$ cat config.mk
export PLATFORM = sky130hd
export DESIGN_NAME = proximity_detector
export DESIGN_NICKNAME = d
export VERILOG_FILES = /design/src/rtl/proximity_pkg.sv /design/src/rtl/side_debouncer.sv /design/src/rtl/proximity_detector.sv
export SDC_FILE = /design/constraint.sdc
export NUM_CORES = 1
export LEC_CHECK = 0
export ABC_AREA = 1
export BUFFER_PORTS_ARGS = -buffer_cell sky130_fd_sc_hd__buf_2
export CAP_MARGIN = 20
export CORE_MARGIN = 8
export CORE_UTILIZATION = 50
export DETAILED_ROUTE_END_ITERATION = 7
export GPL_TIMING_DRIVEN = 0
export PLACE_DENSITY = 0.72
export SLEW_MARGIN = 40
export SYNTH_ARGS = -nofsm -noshare
export SYNTH_HDL_FRONTEND = slang
export SYNTH_SLANG_ARGS = --single-unit
$ cat constraint.sdc
create_clock -name clk -period 1.5 [get_ports clk]
set_clock_uncertainty 0.05 [all_clocks]
set_input_delay 0 -clock clk [delete_from_list [all_inputs] [get_ports clk]]
set_output_delay 0 -clock clk [all_outputs]
set_load 0.005 [all_outputs]
$ cat src/rtl/proximity_pkg.sv
// Shared constants and helpers for the proximity detector front end.
package proximity_pkg;

   // Default parameter values
   localparam int DEF_NUM_SIDES        = 2;
   localparam int DEF_SENSORS_PER_SIDE = 2;
   localparam int DEF_DEBOUNCE_CYCLES  = 16;
   localparam int DEF_LOCKOUT_CYCLES   = 1000;
   localparam int DEF_CNT_W            = 8;

   // any_mode encoding
   localparam logic MODE_ALL = 1'b0;
   localparam logic MODE_ANY = 1'b1;

   // Bits needed to encode values 0..n-1, never less than one bit.
   function automatic int width_for(input int n);
      return (n <= 2) ? 1 : $clog2(n);
   endfunction

endpackage

$ cat src/rtl/side_debouncer.sv
// One sensor side: two-flop synchroniser, AND/OR reduce, symmetric debounce.
module side_debouncer
   import proximity_pkg::*;
#(
   parameter int SENSORS         = DEF_SENSORS_PER_SIDE,
   parameter int DEBOUNCE_CYCLES = DEF_DEBOUNCE_CYCLES
) (
   input  logic               clk,
   input  logic               rst,
   input  logic [SENSORS-1:0] i_dis,
   input  logic               i_any_mode,
   output logic               o_dist_state
);

   localparam int              CW   = width_for(DEBOUNCE_CYCLES + 1);
   localparam logic [CW-1:0]   TERM = CW'(DEBOUNCE_CYCLES - 1);

   logic [SENSORS-1:0] r_sync1;
   logic [SENSORS-1:0] r_sync2;
   logic [CW-1:0]      r_cnt;
   logic               r_state;
   logic               w_hit;

   // Plain two-flop synchroniser, nothing between the stages
   always_ff @(posedge clk or posedge rst) begin
      if (rst) begin
         r_sync1 <= '0;
         r_sync2 <= '0;
      end else begin
         r_sync1 <= i_dis;
         r_sync2 <= r_sync1;
      end
   end

   assign w_hit = (i_any_mode == MODE_ANY) ? |r_sync2 : &r_sync2;

   // Follow the raw hit only after it has differed for DEBOUNCE_CYCLES edges
   always_ff @(posedge clk or posedge rst) begin
      if (rst) begin
         r_cnt   <= '0;
         r_state <= 1'b0;
      end else if (w_hit == r_state) begin
         r_cnt <= '0;
      end else if (r_cnt == TERM) begin
         r_state <= ~r_state;
         r_cnt   <= '0;
      end else begin
         r_cnt <= r_cnt + CW'(1);
      end
   end

   assign o_dist_state = r_state;

endmodule

$ cat src/rtl/proximity_detector.sv
// Multi-side IR proximity front end: debounced side flags, rise pulse with
// retrigger lockout, triggering side index and saturating event counter.
module proximity_detector
   import proximity_pkg::*;
#(
   parameter  int NUM_SIDES        = DEF_NUM_SIDES,
   parameter  int SENSORS_PER_SIDE = DEF_SENSORS_PER_SIDE,
   parameter  int DEBOUNCE_CYCLES  = DEF_DEBOUNCE_CYCLES,
   parameter  int LOCKOUT_CYCLES   = DEF_LOCKOUT_CYCLES,
   parameter  int CNT_W            = DEF_CNT_W,
   localparam int SIDE_W           = width_for(NUM_SIDES)
) (
   input  logic                                  clk,
   input  logic                                  rst,
   input  logic [NUM_SIDES*SENSORS_PER_SIDE-1:0] DIS,
   input  logic                                  any_mode,
   input  logic                                  clear_count,
   output logic [NUM_SIDES-1:0]                  dist_state,
   output logic                                  proximity,
   output logic [SIDE_W-1:0]                     side_id,
   output logic                                  locked,
   output logic [CNT_W-1:0]                      event_count
);

   localparam int             LW      = width_for(LOCKOUT_CYCLES + 1);
   localparam logic [LW-1:0]  LOCK_LD = LW'(LOCKOUT_CYCLES);

   logic [NUM_SIDES-1:0] w_dist;
   logic [NUM_SIDES-1:0] r_dist_d;
   logic [NUM_SIDES-1:0] w_rise;
   logic [SIDE_W-1:0]    w_first;
   logic                 w_accept;
   logic [LW-1:0]        r_lock;
   logic                 r_prox;
   logic [SIDE_W-1:0]    r_side;
   logic [CNT_W-1:0]     r_cnt;

   for (genvar s = 0; s < NUM_SIDES; s++) begin : g_side
      side_debouncer #(
         .SENSORS         (SENSORS_PER_SIDE),
         .DEBOUNCE_CYCLES (DEBOUNCE_CYCLES)
      ) u_deb (
         .clk          (clk),
         .rst          (rst),
         .i_dis        (DIS[s*SENSORS_PER_SIDE +: SENSORS_PER_SIDE]),
         .i_any_mode   (any_mode),
         .o_dist_state (w_dist[s])
      );
   end

   assign w_rise   = w_dist & ~r_dist_d;
   assign w_accept = (|w_rise) && (r_lock == '0);

   // Lowest-index rising side wins
   always_comb begin
      w_first = '0;
      for (int s = NUM_SIDES - 1; s >= 0; s--) begin
         if (w_rise[s]) w_first = SIDE_W'(s);
      end
   end

   // Delayed flags, pulse, side capture and lockout countdown
   always_ff @(posedge clk or posedge rst) begin
      if (rst) begin
         r_dist_d <= '0;
         r_prox   <= 1'b0;
         r_side   <= '0;
         r_lock   <= '0;
      end else begin
         r_dist_d <= w_dist;
         r_prox   <= w_accept;
         if (w_accept) begin
            r_side <= w_first;
            r_lock <= LOCK_LD;
         end else if (r_lock != '0) begin
            r_lock <= r_lock - LW'(1);
         end
      end
   end

   // Saturating event counter; a same-cycle clear still counts the new pulse
   always_ff @(posedge clk or posedge rst) begin
      if (rst) begin
         r_cnt <= '0;
      end else if (clear_count) begin
         r_cnt <= w_accept ? CNT_W'(1) : '0;
      end else if (w_accept && (r_cnt != '1)) begin
         r_cnt <= r_cnt + CNT_W'(1);
      end
   end

   assign dist_state  = w_dist;
   assign proximity   = r_prox;
   assign side_id     = r_side;
   assign locked      = (r_lock != '0);
   assign event_count = r_cnt;

endmodule

==> results.md, run 1 <==
- The number of synthesized flops with an enable pin is 0.
- Setup violations remaining at the end of the flow were counted as 0.
- Clock-pin slew was measured on the worst setup and hold paths at 0.08 ns.
- In this run the static leakage power is 1.32 nW.
- The share of the yosys chip area belonging to registers is 0.507.
- The final number of max-transition violations came to 0.
- The number of buffers created by CTS is 5.
- The number of endpoints with negative hold slack in the final report is 0.
- The largest buffer count on any clock path is 2.
- The finished cells cover 0.00256 sq mm.
- Input and output buffers added on the ports amount to 20.
- A synthesized cell averages 8.78 sq um.
- The final antenna diode count is 0.
- The initial antenna violation count is 0.
- The length of the first detailed-routing pass in iterations is 4.
- Setup repair after global routing could not meet its margin everywhere.
- Among all cell types in the netlist, the one instantiated most often is nand2_1.
- The highest-delay cell along the critical path is dfrtp_1.
- The area share of fa/ha/maj cells after synthesis is 0.0302.
- Using the TritonRoute via totals, the vias-per-cell ratio works out to 4.97.
- Of the cells placed in the final design, the portion with a size suffix greater than 1 is 0.259.
- The number of standard cells after synthesis is 236.
- Of the total synthesized cell area, the portion taken by XOR and XNOR cells is 0.0550.
- At the pin with the least slew margin, the transition time is 0.500 ns.
- The worst path buffer plus inverter count is 2.
- The overall via count from detail_route is 1631.
- The floorplan step defined a die boundary enclosing 0.00646 sq mm.
- On the critical path the largest part of the delay comes from flip-flops.
- The critical path is of the reg2reg type.
- The die is 80.4 microns tall.
- After layout, the minimum clock period comes to 1.50 ns.
- The share of synthesized registers carrying an async set or reset is 1.00.
- Of the post-synthesis cell area, the part taken by muxes is 0.
- The largest single stage delay on the critical path is 0.41 ns.
- Measured along the x axis, the die boundary spans 80.4 microns.
- The count of placed standard cells in the final layout, fillers left out is 328.
- The number of sinks on the clock net is 42.
- During synthesis, Yosys emitted a total of 0 warnings.
- Detailed placement finished with a half-perimeter wire length of 2680 microns.
- The clock latency on the worst-skew pair is 0.30 ns.
- The number of placement rows is 23.
- CTS placed an instance of clkbuf_8 at the clock tree root.
- The maximum net fanout on the critical path is 5.
- The count of max-cap constraint violations is 0.
- The worst setup path is launched from a register.
- The min-delay analysis places its worst path in the category in2reg.
- At the end of routability-driven placement, the weighted congestion stood at 0.841.
- The number of register bits inferred by synthesis is 42.
- The dominant synthesized flop cell is dfrtp_1.
- The combinational family with the most area after synthesis is simple AND/OR/NAND/NOR gates.
- STA puts the critical path data arrival time at 1.63 ns.
- VDD sags by at most 0.829 mV.
- In this run the remaining antenna-violating nets after routing total 0.
- After detailed routing, the number of remaining DRC violations is 0.
- The data required time at the worst endpoint is 1.63 ns.
- The total global routing track utilization is 0.134.
- The global-route wire length before repair is 6820 microns.
- The top-level I/O count is 21.
- The floorplan step defined a core boundary enclosing 0.00400 sq mm.
- The pin count of the biggest net entering global routing is 43.
- The flow ran to the end, and the final reports show no timing, DRC or antenna violations.
- The area of the mapped netlist is 0.00207 sq mm.
- The clock tree from TritonCTS is yes.
- The endpoint class of the critical path is a register.
- For this design the ratio of total power to cell area is 868 mW/mm^2.
- The critical path goes through inv_2 > buf_4 > ha_2 > nand2_1 > nor2_2 > xor2_1 > a21oi_1.
- The placed standard-cell area is 0.00224 sq mm.
- In this run the tightest slew margin relative to its limit is 0.667.
- For this run, the post-layout net count is 290.
- In this run, placement finished with an instance count of 306.
- Of the post-synthesis cell area, the dominant cell type holds 0.507.
- The basic-gate share of the synthesized area counting and, or, nand and nor cells is 0.304.
- The violation count after the first detailed-routing iteration is 91.
- The highest achievable clock rate is 0.669 GHz.
- The deepest level of the CTS H-tree is 2.
- The net count after synthesis is 249.
- The via count of the first global-routing pass is 1592.
- In the synthesized netlist, the cells that appear most often are 54 x nand2_1, 42 x dfrtp_1, 32 x nor2_1.
- Dividing the final minimum period by the clock period gives 0.997.
- The total overflow left after global routing is 0.
- In the final routed layout, each cell accounts on average for 12.5 microns.
- The leading area contributor after synthesis is dfrtp_1.
- From synthesis to final layout, the design area changed by 23.7%.
- The netlist uses 29 different library cells.
- The share of the synthesized area in compound gates (AO/OA/AOI/OAI) is 0.0435.
- The routed wire length is 4090 microns.
- By area the synthesized netlist is led by dfrtp_1 51%, nand2_1 9.8%, nand3_1 6.0%.
- For this configuration, the core starts out at a cell density of 0.518.
==> cell usage in the layout, fill, tap and decap left out, types with 6 or more instances in the layout <==
master          n
dfrtp_1        40
nand2_1        50
nor2_1         30
xor2_1         11
dlygate4sd3_1   6
o21ai_0         6
inv_1          24
buf_2          20
buf_4           9
nand3_1        21
==> cell type report <==
| class | count | area [sq um] |
|---|---|---|
| buffer | 3 | 20.0 |
| clock buffer | 6 | 72.6 |
| clock inverter | 2 | 37.5 |
| fill | 319 | 1440 |
| inverter | 28 | 110 |
| multi-input combinational | 164 | 988 |
| sequential | 42 | 1050 |
| tap | 50 | 62.6 |
| timing repair buffer | 33 | 219 |
==> tightest hold or removal path, cell delays in order <==
cell     delay, ns
buf_2         0.11
o21ai_0       0.12
o21ai_0       0.17
==> flip-flops by register name (all words and copies together) (netlist names) <==
| register | cells |
|---|---|
| r_dist_d | 2 |
| g_side.u_deb.r_sync2 | 4 |
| g_side.u_deb.o_dist_state | 2 |
| r_lock | 10 |
| g_side.u_deb.r_cnt | 10 |
| proximity | 1 |
| event_count | 8 |
| side_id | 1 |
| g_side.u_deb.r_sync1 | 4 |
==> metal layers <==
layer / routed length [microns] / track usage / up-vias / part of all wire
li1: - / - / 830 / -
met1: 1920 / 0.159 / 770 / 0.47
met2: 1970 / 0.218 / 25 / 0.48
met3: 152 / 0.0480 / 6 / 0.037
met4: 48 / 0.0491 / 0 / 0.012
met5: 0 / 0 / - / 0
==> worst paths after layout <==
kind                                                            from                                       end  slack [ns]  depth (start not counted)
worst min-delay path                                        any_mode  g_side[1].u_deb.o_dist_state$_DFFE_PP0P_        0.09                          3
worst max-delay path                           r_lock[0]$_DFFE_PP0P_                     r_lock[8]$_DFFE_PP0P_       0.005                          7
max in group asynchronous                                        rst                event_count[0]$_DFFE_PP0P_        0.77                          3
min in group asynchronous                                        rst                event_count[1]$_DFFE_PP0P_        0.26                          3
worst min register to register  g_side[1].u_deb.r_sync1[1]$_DFF_PP0_      g_side[1].u_deb.r_sync2[1]$_DFF_PP0_        0.30                          0
worst max register to register                 r_lock[0]$_DFFE_PP0P_                     r_lock[8]$_DFFE_PP0P_       0.005                          7
==> stage by stage <==
stage	power (W)	hold WS, ns	TNS (ns)	setup WS (ns)	util
after detailed placement	0.00134	0.0285	-0.971	-0.126	0.559
after CTS	0.00225	0.0865	0	0.00157	0.608
after floorplan	0.00130	-0.0186	0	0.0684	-
after global placement	0.00134	0.0576	-4.64	-0.138	0.559
after global routing	0.00232	0.165	-0.264	-0.0591	0.641
final	0.00222	0.0914	0	0.00472	0.641
==> power breakdown <==
group	internal, W	switching [W]
combinational	0.0000622	0.0000801
clock	0.000496	0.000389
sequential	0.00117	0.0000268
==> logic make-up (layout without fill, tap and decap cells) <==
| group | Yosys count | in the layout |
|---|---|---|
| and+or+nand+nor | 129 | 130 |
| DFF | 42 | 42 |
| buffers and inverters | 31 | 72 |
| AOI/OAI and AO/OA | 16 | 16 |
| xor gates and xnor gates | 13 | 13 |
| adders and majority gates | 5 | 5 |
==> repair_timing <==
item | in CTS | in global routing
hold endpoints to repair | 49 | 0
pin swaps | 3 | 6
buffers inserted | 2 | 5
hold buffers | 6 | 0
resized for setup | 5 | 20
endpoints found under the setup margin | 18 | 17
gates cloned | 0 | 1
Power figures use the tool's default switching activity.
==> run 2: changes to the inputs <==
--- a/config.mk
+++ b/config.mk
@@ -8,11 +8,13 @@
 export ABC_AREA = 1
 export BUFFER_PORTS_ARGS = -buffer_cell sky130_fd_sc_hd__buf_2
 export CAP_MARGIN = 20
+export CELL_PAD_IN_SITES_DETAIL_PLACEMENT = 1
+export CELL_PAD_IN_SITES_GLOBAL_PLACEMENT = 1
 export CORE_MARGIN = 8
-export CORE_UTILIZATION = 50
+export CORE_UTILIZATION = 30
 export DETAILED_ROUTE_END_ITERATION = 7
 export GPL_TIMING_DRIVEN = 0
-export PLACE_DENSITY = 0.72
+export PLACE_DENSITY_LB_ADDON = 0.1
 export SLEW_MARGIN = 40
 export SYNTH_ARGS = -nofsm -noshare
 export SYNTH_HDL_FRONTEND = slang
==> run 2 against run 1 <==
  * The run now ends with setup timing left
  * Core utilization fell by 25 points
  * Combinational power rose by 14%
  * Sequential share of layout area fell by 1.2 points
  * Maximum frequency fell by 0.65%
  * Power fell by 5.8%
  * Clock power fell by 16%
  * Via count rose by 2.9%
  * Cell area rose by 3.1%
  * Global-route usage fell by 2.7 points
  * Flip-flop and latch count did not move
  * Critical path depth rose by 1
==> results.md, run 2 (synthesis gave the netlist of run 1 again) <==
- Run status: complete, but fails checks (was completed).
- The checks that failed: setup timing.
- The global-route wire length before repair is 8440 microns (was 6820 microns).
- The chip height was 99.1 microns (was 80.4 microns).
- The placed standard-cell area came to 0.00229 sq mm (was 0.00224 sq mm).
- The number of port buffers is 20 (unchanged).
- The pin count of the biggest net entering global routing is 38 (was 43).
- The highest achievable clock rate is 0.664 GHz (was 0.669 GHz).
- Top library cells by usage in the layout, fill and taps aside: 50 x nand2_1, 40 x dfrtp_1, 29 x nor2_1 (was 50 x nand2_1, 40 x dfrtp_1, 30 x nor2_1).
- The core area is 0.00676 sq mm (was 0.00400 sq mm).
- The post-place setup slack is -0.207 ns (was -0.126 ns).
- The length of the first detailed-routing pass in iterations is 4 (unchanged).
- The areal power density over the cells came to 793 mW/mm^2 (was 868 mW/mm^2).
- The portion of the clock cycle consumed by the worst path in the final layout came to 1.00 (was 0.997).
- The largest buffer count on any clock path is 2 (unchanged).
- The total number of nets in the final design is 297 (was 290).
- The total congestion overflow came to 0 (unchanged).
- The data required time at the worst endpoint is 1.68 ns (was 1.63 ns).
- The initial standard-cell utilization of the core is 0.307 (was 0.518).
- The critical setup path kind is reg2reg (unchanged).
- The estimated wirelength of the detail-placed design came to 3360 microns (was 2680 microns).
- The top-level I/O count is 21 (unchanged).
- The routed wire length is 4970 microns (was 4090 microns).
- The x dimension of the die was 99.1 microns (was 80.4 microns).
- The count of final setup violators is 1 (was 0).
- The number of vias per cell after detailed routing is 4.60 (was 4.97).
- RSZ-0062 raised after global routing: true (unchanged).
- The count of max-cap constraint violations is 0 (unchanged).
- The overall via count from detail_route is 1678 (was 1631).
- The area growth from synthesis to layout is 27.6% (was 23.7%).
- The DRC violation count after routing was 0 (unchanged).
- The final worst hold slack is 0.0756 ns (was 0.0914 ns).
- The actual slew at the worst max-slew pin is 0.449 ns (was 0.500 ns).
- The worst IR drop on VDD is 0.431 mV (was 0.829 mV).
- Cell Chain, Critical Path: inv_2 > ha_4 > nand2_4 > nor2_8 > nand3_4 > nor2_4 > nand3_1 > nand2_1 (was inv_2 > buf_4 > ha_2 > nand2_1 > nor2_2 > xor2_1 > a21oi_1).
- The normalized max-slew margin is 0.700 (was 0.667).
- The classification of the worst-slack hold path is in2async (was in2reg).
- The clock period minus worst slack is 1.51 ns (was 1.50 ns).
- The area of all placed cells without fillers is 0.00264 sq mm (was 0.00256 sq mm).
- The global placement routability congestion is 0.708 (was 0.841).
- The reported leakage power was 1.36 nW (was 1.32 nW).
- The final antenna-violating net count is 0 (unchanged).
- The cell family contributing the most delay on the critical path is simple AND/OR/NAND/NOR gates (was flip-flops).
- The die footprint is 0.00982 sq mm (was 0.00646 sq mm).
- The clock latency on the worst-skew pair is 0.30 ns (about the same).
- The most common cell after layout, fill and taps aside is nand2_1 (unchanged).
- The clock tree from TritonCTS was yes (unchanged).
- The number of sinks on the clock net came to 42 (unchanged).
- The deepest level of the CTS H-tree came to 2 (unchanged).
- The final antenna diode count is 0 (unchanged).
- The root cell of the clock tree is clkbuf_8 (unchanged).
- The worst stage delay on the critical path is 0.40 ns (was 0.41 ns).
- The initial antenna violation count is 0 (unchanged).
- The startpoint type of the worst setup path is a register (unchanged).
- The post-layout worst setup margin is -0.00501 ns (was 0.00472 ns).
- The worst path buffer plus inverter count is 1 (was 2).
- The maximum net fanout on the critical path is 4 (was 5).
- The data arrival at the endpoint of the critical path is 1.69 ns (was 1.63 ns).
- The clock-pin transition on the worst setup and hold timing paths is 0.09 ns (was 0.08 ns).
- The number of buffers created by CTS was 5 (unchanged).
- The final number of max-transition violations is 0 (unchanged).
- The total global routing track utilization is 0.107 (was 0.134).
- The endpoint class of the critical path is a register (unchanged).
- The final routed wire length divided by cell count is 13.6 microns (was 12.5 microns).
- The number of endpoints with negative hold slack in the final report is 0 (unchanged).
- The violation count after the first detailed-routing iteration was 48 (was 91).
- The via count of the first global-routing pass is 1795 (was 1592).
- The number of placement rows was 30 (was 23).
- The fraction of layout instances using a drive strength above 1 is 0.277 (was 0.259).
- The highest-delay cell along the critical path is dfrtp_1 (unchanged).
[run 2: tightest hold or removal path, stage by stage]
cell,delay [ns]
dlygate4sd3_1,0.53
buf_2,0.14
inv_4,0.10
[run 2: final timing paths]
path                                                           start                                  endpoint  slack [ns]  cells past startpoint
worst max register to register                 r_lock[1]$_DFFE_PP0P_                event_count[6]$_DFFE_PP0P_      -0.005                      8
min in group clk                                            any_mode  g_side[1].u_deb.o_dist_state$_DFFE_PP0P_        0.08                      3
worst min-delay path                                             rst                event_count[1]$_DFFE_PP0P_        0.08                      3
worst max-delay path                           r_lock[1]$_DFFE_PP0P_                event_count[6]$_DFFE_PP0P_      -0.005                      8
worst min register to register  g_side[0].u_deb.r_sync1[0]$_DFF_PP0_      g_side[0].u_deb.r_sync2[0]$_DFF_PP0_        0.30                      0
max in group asynchronous                                        rst                     r_lock[2]$_DFFE_PP0P_        0.92                      4
[run 2: what timing repair did]
action | CTS | global route
hold endpoints to repair | 48 | 0
gates resized for setup | 13 | 12
setup buffers | 8 | 5
pin swaps | 3 | 8
cloned | 1 | 0
hold buffers | 6 | 0
setup endpoints to repair | 18 | 16
[run 2: per-stage QoR]
stage	TNS (ns)	utilization	power [W]	instances
floorplan	0	-	0.00130	236
global placement	-12.19	0.336	0.00134	336
detailed placement	-1.95	0.340	0.00135	337
CTS	0	0.378	0.00215	360
global route	-0.272	0.391	0.00221	365
finish	-0.00501	0.391	0.00210	365
[run 2: where the power goes]
part	switching (W)	total (W)	leakage [nW]	internal (W)
logic	0.0000884	0.000162	0.805	0.0000732
clock network	0.000415	0.000742	0.0441	0.000327
registers	0.0000229	0.00119	0.510	0.00117
total	0.000526	0.00210	1.36	0.00157
[run 2: final cells by class]
class | count | area (sq um)
Multi-Input combinational cell | 164 | 986
Fill cell | 802 | 4110
Buffer | 3 | 20.0
Tap cell | 80 | 100
Clock buffer | 5 | 68.8
Timing Repair Buffer | 40 | 284
Clock inverter | 3 | 21.3
Inverter | 28 | 110
Sequential cell | 42 | 1050
[run 2: routing by layer]
layer | track usage | share of wire | vias to the layer above
met4 | 0.0349 | 0.013 | 0
met3 | 0.0286 | 0.028 | 6
met1 | 0.127 | 0.48 | 806
li1 | - | - | 846
met2 | 0.183 | 0.47 | 20
met5 | 0 | 0 | -
